File: config.mk
export PLATFORM = sky130hd
export DESIGN_NAME = fht_but_pipe
export DESIGN_NICKNAME = d
export VERILOG_FILES = /design/src/rtl/fht_pkg.sv /design/src/rtl/fht_but_mac.sv /design/src/rtl/fht_but_pipe.sv
export SDC_FILE = /design/constraint.sdc
export NUM_CORES = 1
export LEC_CHECK = 0
export ABC_CLOCK_PERIOD_IN_PS = 5650
export BUFFER_PORTS_ARGS = -buffer_cell sky130_fd_sc_hd__buf_2
export CORE_ASPECT_RATIO = 1.4
export CORE_MARGIN = 8
export CORE_UTILIZATION = 45
export DETAILED_ROUTE_END_ITERATION = 7
export SLEW_MARGIN = 20
export SYNTH_ARGS = -nofsm -noshare
export SYNTH_HDL_FRONTEND = slang
export SYNTH_SLANG_ARGS = --single-unit
File: constraint.sdc
create_clock -name iCLK -period 5.65 [get_ports iCLK]
set_input_delay 1.13 -clock iCLK [delete_from_list [all_inputs] [get_ports iCLK]]
set_output_delay 1.13 -clock iCLK [all_outputs]
set_load 0.05 [all_outputs]
File: src/rtl/fht_pkg.sv
// Shared defaults and narrowing helpers for the FHT Hartley butterfly.
// Define FHT_BUT_SAT_EN to saturate overflowing narrowings; otherwise they wrap.
package fht_pkg;

  localparam int unsigned FHT_D_BIT = 17;
  localparam int unsigned FHT_W_BIT = 12;

  typedef logic signed [63:0] wide_t;

  // Rounding constant added before the product shift (half of the twiddle unity).
  function automatic int unsigned half_w_max(input int unsigned w_bit);
    return 32'd1 << (w_bit - 3);
  endfunction

  // True when v does not fit in a signed w-bit word.
  function automatic logic ovf_chk(input wide_t v, input int unsigned w);
    wide_t max_v;
    wide_t min_v;
    max_v = (wide_t'(1) <<< (w - 1)) - wide_t'(1);
    min_v = -(wide_t'(1) <<< (w - 1));
    return (v > max_v) || (v < min_v);
  endfunction

  // Narrow v to w bits; caller keeps the low w bits of the result.
  function automatic wide_t narrow(input wide_t v, input int unsigned w);
    wide_t r;
`ifdef FHT_BUT_SAT_EN
    if (ovf_chk(v, w)) begin
      r = v[63] ? -(wide_t'(1) <<< (w - 1)) : (wide_t'(1) <<< (w - 1)) - wide_t'(1);
    end else begin
      r = v;
    end
`else
    r = (v <<< (64 - w)) >>> (64 - w);
`endif
    return r;
  endfunction

endpackage

File: src/rtl/fht_but_mac.sv
// Butterfly stage-1 datapath: twiddle multiply-accumulate, round, shift, narrow and bypass.
// Narrowing saturates under FHT_BUT_SAT_EN, otherwise wraps; mul_ovf is raised in both builds.
module fht_but_mac
  import fht_pkg::*;
#(
  parameter int unsigned D_BIT = FHT_D_BIT,
  parameter int unsigned W_BIT = FHT_W_BIT
) (
  input  logic signed [D_BIT-1:0] i_x1,
  input  logic signed [D_BIT-1:0] i_x2,
  input  logic signed [W_BIT-1:0] i_cos,
  input  logic signed [W_BIT-1:0] i_sin,
  input  logic                    i_bypass,
  output logic signed [D_BIT-1:0] o_m,
  output logic                    o_mul_ovf
);

  localparam int unsigned PW  = D_BIT + W_BIT + 1;
  localparam int unsigned RND = half_w_max(W_BIT);

  logic signed [PW-1:0] w_p;
  logic signed [PW-1:0] w_q;

  always_comb begin
    w_p = PW'(i_x1) * PW'(i_cos) + PW'(i_x2) * PW'(i_sin) + signed'(PW'(RND));
    // Drop the twiddle unity scaling; the bits above D_BIT must be pure sign.
    w_q = w_p >>> (W_BIT - 2);
    if (i_bypass) begin
      o_m       = i_x1;
      o_mul_ovf = 1'b0;
    end else begin
      o_m       = D_BIT'(narrow(wide_t'(w_q), D_BIT));
      o_mul_ovf = ovf_chk(wide_t'(w_q), D_BIT);
    end
  end

endmodule

File: src/rtl/fht_but_pipe.sv
// Two-stage pipelined radix-2 Hartley butterfly with valid/ready flow control and sticky overflow.
// FHT_BUT_SAT_EN selects saturating (defined) or wrapping (undefined) narrowing.
module fht_but_pipe
  import fht_pkg::*;
#(
  parameter int unsigned D_BIT = FHT_D_BIT,
  parameter int unsigned W_BIT = FHT_W_BIT
) (
  input  logic                    iCLK,
  input  logic                    iRESET,
  input  logic                    iVALID,
  output logic                    oREADY,
  input  logic                    iBYPASS,
  input  logic                    iSCALE,
  input  logic signed [D_BIT-1:0] iX_0,
  input  logic signed [D_BIT-1:0] iX_1,
  input  logic signed [D_BIT-1:0] iX_2,
  input  logic signed [W_BIT-1:0] iSIN,
  input  logic signed [W_BIT-1:0] iCOS,
  output logic                    oVALID,
  input  logic                    iREADY,
  output logic signed [D_BIT-1:0] oY_0,
  output logic signed [D_BIT-1:0] oY_1,
  output logic                    oOVF,
  input  logic                    iOVF_CLR
);

  localparam int unsigned SW = D_BIT + 1;

  logic                    w_adv;
  logic signed [D_BIT-1:0] w_m;
  logic                    w_mul_ovf;

  logic                    r_s1_vld;
  logic                    r_s1_scale;
  logic                    r_s1_mul_ovf;
  logic signed [D_BIT-1:0] r_s1_x0;
  logic signed [D_BIT-1:0] r_s1_m;

  logic signed [SW-1:0]    w_s;
  logic signed [SW-1:0]    w_d;
  logic signed [D_BIT-1:0] w_y0;
  logic signed [D_BIT-1:0] w_y1;
  logic                    w_add_ovf;
  logic                    w_ovf_set;

  logic                    r_vld;
  logic signed [D_BIT-1:0] r_y0;
  logic signed [D_BIT-1:0] r_y1;
  logic                    r_ovf;

  // Single global enable: the whole pipe moves only when the output slot can drain.
  assign w_adv  = ~r_vld | iREADY;
  assign oREADY = w_adv;

  fht_but_mac #(
    .D_BIT(D_BIT),
    .W_BIT(W_BIT)
  ) u_mac (
    .i_x1     (iX_1),
    .i_x2     (iX_2),
    .i_cos    (iCOS),
    .i_sin    (iSIN),
    .i_bypass (iBYPASS),
    .o_m      (w_m),
    .o_mul_ovf(w_mul_ovf)
  );

  always_ff @(posedge iCLK or negedge iRESET) begin
    if (!iRESET) begin
      r_s1_vld     <= 1'b0;
      r_s1_scale   <= 1'b0;
      r_s1_mul_ovf <= 1'b0;
      r_s1_x0      <= '0;
      r_s1_m       <= '0;
    end else if (w_adv) begin
      r_s1_vld     <= iVALID;
      r_s1_scale   <= iSCALE;
      r_s1_mul_ovf <= w_mul_ovf;
      r_s1_x0      <= iX_0;
      r_s1_m       <= w_m;
    end
  end

  always_comb begin
    w_s       = SW'(r_s1_x0) + SW'(r_s1_m);
    w_d       = SW'(r_s1_x0) - SW'(r_s1_m);
    w_add_ovf = 1'b0;
    if (r_s1_scale) begin
      // Halving with round-half-up cannot leave the D_BIT range.
      w_y0 = D_BIT'((w_s + SW'(1)) >>> 1);
      w_y1 = D_BIT'((w_d + SW'(1)) >>> 1);
    end else begin
      w_y0      = D_BIT'(narrow(wide_t'(w_s), D_BIT));
      w_y1      = D_BIT'(narrow(wide_t'(w_d), D_BIT));
      w_add_ovf = ovf_chk(wide_t'(w_s), D_BIT) | ovf_chk(wide_t'(w_d), D_BIT);
    end
    w_ovf_set = w_adv & r_s1_vld & (r_s1_mul_ovf | w_add_ovf);
  end

  always_ff @(posedge iCLK or negedge iRESET) begin
    if (!iRESET) begin
      r_vld <= 1'b0;
      r_y0  <= '0;
      r_y1  <= '0;
    end else if (w_adv) begin
      r_vld <= r_s1_vld;
      r_y0  <= w_y0;
      r_y1  <= w_y1;
    end
  end

  // A new overflow outranks a simultaneous clear request.
  always_ff @(posedge iCLK or negedge iRESET) begin
    if (!iRESET) begin
      r_ovf <= 1'b0;
    end else if (w_ovf_set) begin
      r_ovf <= 1'b1;
    end else if (iOVF_CLR) begin
      r_ovf <= 1'b0;
    end
  end

  assign oVALID = r_vld;
  assign oY_0   = r_y0;
  assign oY_1   = r_y1;
  assign oOVF   = r_ovf;

endmodule

### Word level (Yosys, flattened, before mapping)

Cells that the tools add are included.

| storage, ports and cells | value |
|---|---|
| latch bits | 0 |
| RAM bits | 0 |
| memories | 0 |
| output and inout port bits | 37 |
| bits in read-only memories | 0 |
| bits in registers | 73 |
| input port bits | 82 |

| cells by class | value |
|---|---|
| $lt $le $gt $ge | 6 |
| div/mod/pow operators | 0 |
| multiply operators | 2 |
| equal/unequal tests | 0 |
| $add $sub $neg | 6 |
| reduce and logical (&&, ||, !) cells | 4 |
| shifts and indexed selects | 0 |
| bitwise logic cells | 6 |
| mux-type cells | 7 |

Operator list:

| cell | count |
|---|---|
| multiplier 17 x 12 -> 29 bit | 2 |
| 2-to-1 mux 17 bit | 3 |
| adder 18 x 2 -> 18 bit, second input constant | 2 |
| > comparator 18 x 17 -> 1 bit, second input constant | 2 |
| less-than comparator 18 x 17 -> 1 bit, second input constant | 2 |
| adder 30 x 11 -> 30 bit, second input constant | 1 |
| adder 30 bit | 1 |
| > comparator 20 x 17 -> 1 bit, second input constant | 1 |
| less-than comparator 20 x 17 -> 1 bit, second input constant | 1 |
| adder 17 x 17 -> 18 bit | 1 |
| subtractor 17 x 17 -> 18 bit | 1 |
| 2-to-1 mux 1 bit | 4 |
| logical OR 1 bit | 3 |
| OR 1 bit | 3 |
| bitwise AND 1 bit | 2 |
| nonzero test 2 bit | 1 |
| inverter 1 bit | 1 |

### Longest topological paths before layout

| depth | value |
|---|---|
| word-level depth | 8 |
| mapped depth | 35 |

### Hierarchy

From an unflattened synthesis, not the netlist that was laid out.

| second synthesis, totals | value |
|---|---|
| cell total of the unflattened synthesis | 2311 |
| area total of the unflattened synthesis | 20614.8 sq um |

By module, submodules not included:

| module | area each (sq um) | cells an instance | times used |
|---|---|---|---|
| fht_but_mac | 14869.3 | 1615 | 1 |
| fht_but_pipe | 5745.5 | 696 | 1 |

### Worst setup path after synthesis

OpenSTA, ideal clock, no wires.

| path | value |
|---|---|
| path type | input -> register |
| start point | input iSIN[5] |
| end point | register r_s1_mul_ovf |
| setup slack | -2.518 ns |
| cell stages on the path | 33 |
| path buffers | 2 |
| data arrival time | 8.028 ns |
| cell sequence | clkbuf_1 > clkbuf_1 > nand2_1 > fa_1 > fa_1 > fa_1 > inv_1 > fa_1 > inv_1 > fa_1 > inv_1 > ha_1 > o21ai_0 > nand2_1 > nand4_1 > o21ai_0 > o41a_1 > a21oi_1 > inv_1 > a41oi_1 > xnor2_1 > ha_1 > ha_1 > and3_1 > nand3_1 > inv_1 > a22oi_1 > o211ai_1 > nand2_1 > xor2_1 > o22a_1 > o31ai_1 > a41oi_1 |

| between the ends | value |
|---|---|
| cells in the longest elaborated chain, start to end | 6 |
| elaborated cells between the ends (all ways) | 7 |
| those cells by class | add/sub: 2; mul: 1; order compare: 2; mux: 1; reduce/logical: 1 |

Ends and longest elaborated chain:

| element | line | text |
|---|---|---|
| start: declaration | fht_but_pipe.sv:18 | `input logic signed [W_BIT-1:0] iSIN,` |
| multiplier 17 x 12 -> 29 bit (*) | fht_but_mac.sv:25 | `w_p = PW'(i_x1) * PW'(i_cos) + PW'(i_x2) * PW'(i_sin) + signed'(PW'(RND));` |
| adder 30 bit (*) | fht_but_mac.sv:25 |  |
| adder 30 x 11 -> 30 bit (*) | fht_but_mac.sv:25 |  |
| > comparator 20 x 17 -> 1 bit / less-than comparator 20 x 17 -> 1 bit (equally long branches) | fht_pkg.sv:21 | `return (v > max_v) \|\| (v < min_v);` |
| logical OR 1 bit (*) | fht_pkg.sv:21 |  |
| 2-to-1 mux 1 bit (*) | fht_but_mac.sv:28 | `if (i_bypass) begin` |
| end signal: assignment | fht_but_pipe.sv:79 | `r_s1_mul_ovf <= w_mul_ovf;` |
| end: declaration | fht_but_pipe.sv:36 | `logic r_s1_mul_ovf;` |

Mark *: on every way between the ends. The rest lies on a longest branch, timed or not.
A chain may end at the register's enable or synchronous reset.

### Worst setup path in the final report

| path | value |
|---|---|
| start point | input iSIN[0] |
| end point | register r_s1_m[13] |

| between the ends | value |
|---|---|
| cells in the longest elaborated chain, start to end | 4 |

Ends and longest elaborated chain:

| element | line | text |
|---|---|---|
| multiplier 17 x 12 -> 29 bit | fht_but_mac.sv:25 |  |
| adder 30 bit | fht_but_mac.sv:25 |  |
| adder 30 x 11 -> 30 bit | fht_but_mac.sv:25 |  |
| 2-to-1 mux 17 bit | fht_but_mac.sv:28 |  |
| end signal: assignment | fht_but_pipe.sv:81 | `r_s1_m <= w_m;` |
| end: declaration | fht_but_pipe.sv:38 | `logic signed [D_BIT-1:0] r_s1_m;` |

Every way passes these cells.

==> results.md <==
* First-pass DRT Iterations at 5
* # fillers at 4222
* Layout cells sized above 1 at 0.243
* Register Area at 1830 um2
* Max Root-Sink Buffers at 2
* IO Pins at 119
* Worst EP arrival at 7.84 ns
* Htree depth at 3
* Ys Warns at 0
* Fmax at 131 MHz
* Chip Height at 273 um
* Worst slew pin tran at 0.988 ns
* Worst EP required at 5.86 ns
* Top_reg_cell synth: dfrtp_1
* Port buffer count at 118
* Max_cap viols at 0
* Synth Area in Compound Gates at 0.105
* Placeable Area at 46900 um2
* Syn Std Cell Area at 21300 um2
* Post-synth EDFFs at 0
* Vias per cell at 5.15
* Initial Util at 0.454
* Netlist cell types at 86
* Critical path's most frequent cell: fa_1
* P&R area growth vs syn at 25.2%
* Commonest cells post-synth: inv_1 (502), fa_1 (378), nand2_1 (347)
* Mapped Cells at 2478
* Critical path class: in2reg
* Avg WL per Cell at 16.4 um
* GR Overflow Total at 0
* Fin nets at 3515
* Largest family of logic cells by synthesized area: adder cells
* Via count at 17870
* Num Clock Sinks at 73
* Vias in the first global route at 19234
* Failing checks: setup timing
* Largest cells by area after synthesis: fa_1 (36%), ha_1 (13%), inv_1 (8.8%), dfrtp_1 (8.6%), nand2_1 (6.1%)
* Worst Hold Depth at 2
* Hold_buf cts at 0
* Seq/Total Area, Yosys at 0.0858
* Root Driver: clkbuf_16
* Area of the multi-input gates at 18300 um2
* RSZ-0062 raised after global routing: yes
* Final period util at 1.35
* Chip Width at 200 um
* Critical path launch point type: input port
* Crit-path max FO at 3
* Min-Delay Path Class: reg2reg
* Share of the synthesized area in the top cell type at 0.355
* Max_slew headroom at 0.341
* Seq cells post-synth at 73
* Slack of the critical path at -1.97 ns
* First-pass GRT wire length at 92.7 mm
* XOR/XNOR share of the synthesized area at 0.0446
* Mapped Avg Cell Area at 8.60 um2
* # diodes at 0
* Slew Viols, Final at 0
* Antenna viol nets, final at 0
* Slowest cell on the critical path: fa_1
* Proportion of synthesized area in mux cells at 0.00470
* GRT Total Usage at 0.212
* Top-count cell post-synth: inv_1
* TritonCTS clock tree: built
* Reg2reg path depth at 14
* Initial antenna violation count at 0
* Detailed-route DRC error count at 0
* Simple-Gate Fraction of Synth Area at 0.172
* DIE AREA at 54600 um2
* Clk Latency, worst-skew pair at 0.36 ns
* Number of cell rows at 94
* Synth area leader: fa_1
* DP Wirelength at 48.0 mm
* Clock Skew at 0.0125 ns
* Reg clk slew, reported paths at 0.07 ns
* Status: finished with violations
* Ys async rst share at 1.00
* Fin crit period at 7.62 ns
* Synth Area in Adders at 0.480
* Final hold vios at 0
* Largest net degree at the start of global routing at 82
* Final setup violating endpoints at 18
* Non-filler cells, final at 3471
* Syn_nets at 3151
* DR iter-0 viols at 719
* GPL Wtd Cong at 0.893
* Dpl cells at 3422
* Critical Path End Type: flip-flop
* TritonCTS Buffers at 9
* Max stage delay on crit path at 0.54 ns
* Final WL at 57.0 mm
## critical path: cells and delay by family
| family | cells | cell delay (ns) |
|---|---|---|
| buffers and inverters | 6 | 0.44 |
| AND/OR/NAND/NOR | 5 | 0.80 |
| AO/OA/AOI/OAI | 11 | 1.95 |
| XOR/XNOR | 1 | 0.23 |
| adder cells (fa/ha/maj) | 8 | 3.26 |
## final timing paths
check,from,endpoint,slack [ns]
max in group asynchronous,iRESET,r_s1_x0[0]$_DFFE_PN0N_,4.08
max reg2reg,r_s1_x0[0]$_DFFE_PN0N_,oY_1[14]$_DFFE_PN0N_,1.48
min reg2reg,oY_1[4]$_DFFE_PN0N_,oY_1[4]$_DFFE_PN0N_,0.48
min,oY_1[4]$_DFFE_PN0N_,oY_1[4]$_DFFE_PN0N_,0.48
max,iSIN[0],r_s1_m[13]$_DFFE_PN0N_,-1.97
min in group asynchronous,iRESET,r_s1_x0[15]$_DFFE_PN0N_,0.92
## cell families (layout without fill, tap and decap cells)
| logic type | count (synthesis) | after routing |
|---|---|---|
| flip-flops | 73 | 73 |
| AND/OR/NAND/NOR | 768 | 768 |
| AO/OA/AOI/OAI | 325 | 325 |
| buffers and inverters | 605 | 974 |
| XOR/XNOR | 106 | 106 |
| adder cells (fa/ha/maj) | 591 | 591 |
| multiplexers | 10 | 10 |
## layout by cell type, fill, tap and decap left out, types with 7 or more instances in the layout
cell,instances
a21o_1,28
a21oi_1,75
a21oi_2,11
a31oi_1,21
and2_1,122
and2_4,21
buf_12,11
buf_2,81
buf_4,319
buf_6,30
clkbuf_16,10
dfrtp_1,73
fa_1,365
fa_2,13
ha_1,173
ha_2,7
ha_4,33
inv_1,482
inv_2,21
mux2i_1,9
nand2_1,334
nand2_2,11
nand2b_1,21
nand3_1,24
nand4_1,8
nor2_1,108
nor2_2,7
nor2b_1,18
nor3_1,28
nor3_2,11
o21a_1,23
o21ai_0,43
o21ai_1,8
o21bai_1,7
o31ai_1,8
xnor2_1,71
xor2_1,21
xor2_2,7
## final cells by class
| class | instances | share of cell area |
|---|---|---|
| clock buffers | 10 | 0.00858 |
| repair buffers | 454 | 0.134 |
| well taps | 624 | 0.0293 |
| flip-flops and latches | 73 | 0.0685 |
| multi-input cells | 1800 | 0.686 |
| inverters | 504 | 0.0709 |
| clock inverters | 6 | 0.00338 |
## metal layers
layer | track usage | part of all wire | vias up
met2 | 0.417 | 0.56 | 362
met3 | 0.0151 | 0.032 | 124
met5 | 0 | 0 | -
met1 | 0.230 | 0.37 | 8938
met4 | 0.0846 | 0.041 | 0
li1 | - | - | 8446
## state kept, by name (all words and copies together) (netlist names)
register and cells:
r_s1_scale 1, r_s1_x0 17, oY_1 17, oOVF 1, oVALID 1, r_s1_vld 1, oY_0 17, r_s1_m 17
r_s1_mul_ovf 1
## repair_timing
item                                    CTS  global route
endpoints found under the setup margin   18            18
hold endpoints to repair                  0             0
setup buffers                            21            13
gates resized for setup                 146           110
pin swaps                                73            81
gates cloned                              2             1
## metrics by stage
| step | area [um2] | hold slack, ns | setup TNS, ns | utilization | setup WS [ns] |
|---|---|---|---|---|---|
| floorplan | 21800 | 0.474 | -25.21 | - | -1.93 |
| detailed placement | 24900 | 0.465 | -37.74 | 0.532 | -2.53 |
| global route | 26700 | 0.492 | -32.01 | 0.568 | -2.21 |
| finish | 26700 | 0.475 | -28.46 | 0.568 | -1.97 |
| CTS | 26100 | 0.478 | -27.59 | 0.556 | -1.92 |
| global placement | 24900 | 0.460 | -35.53 | 0.532 | -2.35 |
Power is not shown: default switching activity piles up to over one toggle a cycle in this logic, so the estimate is an artifact.
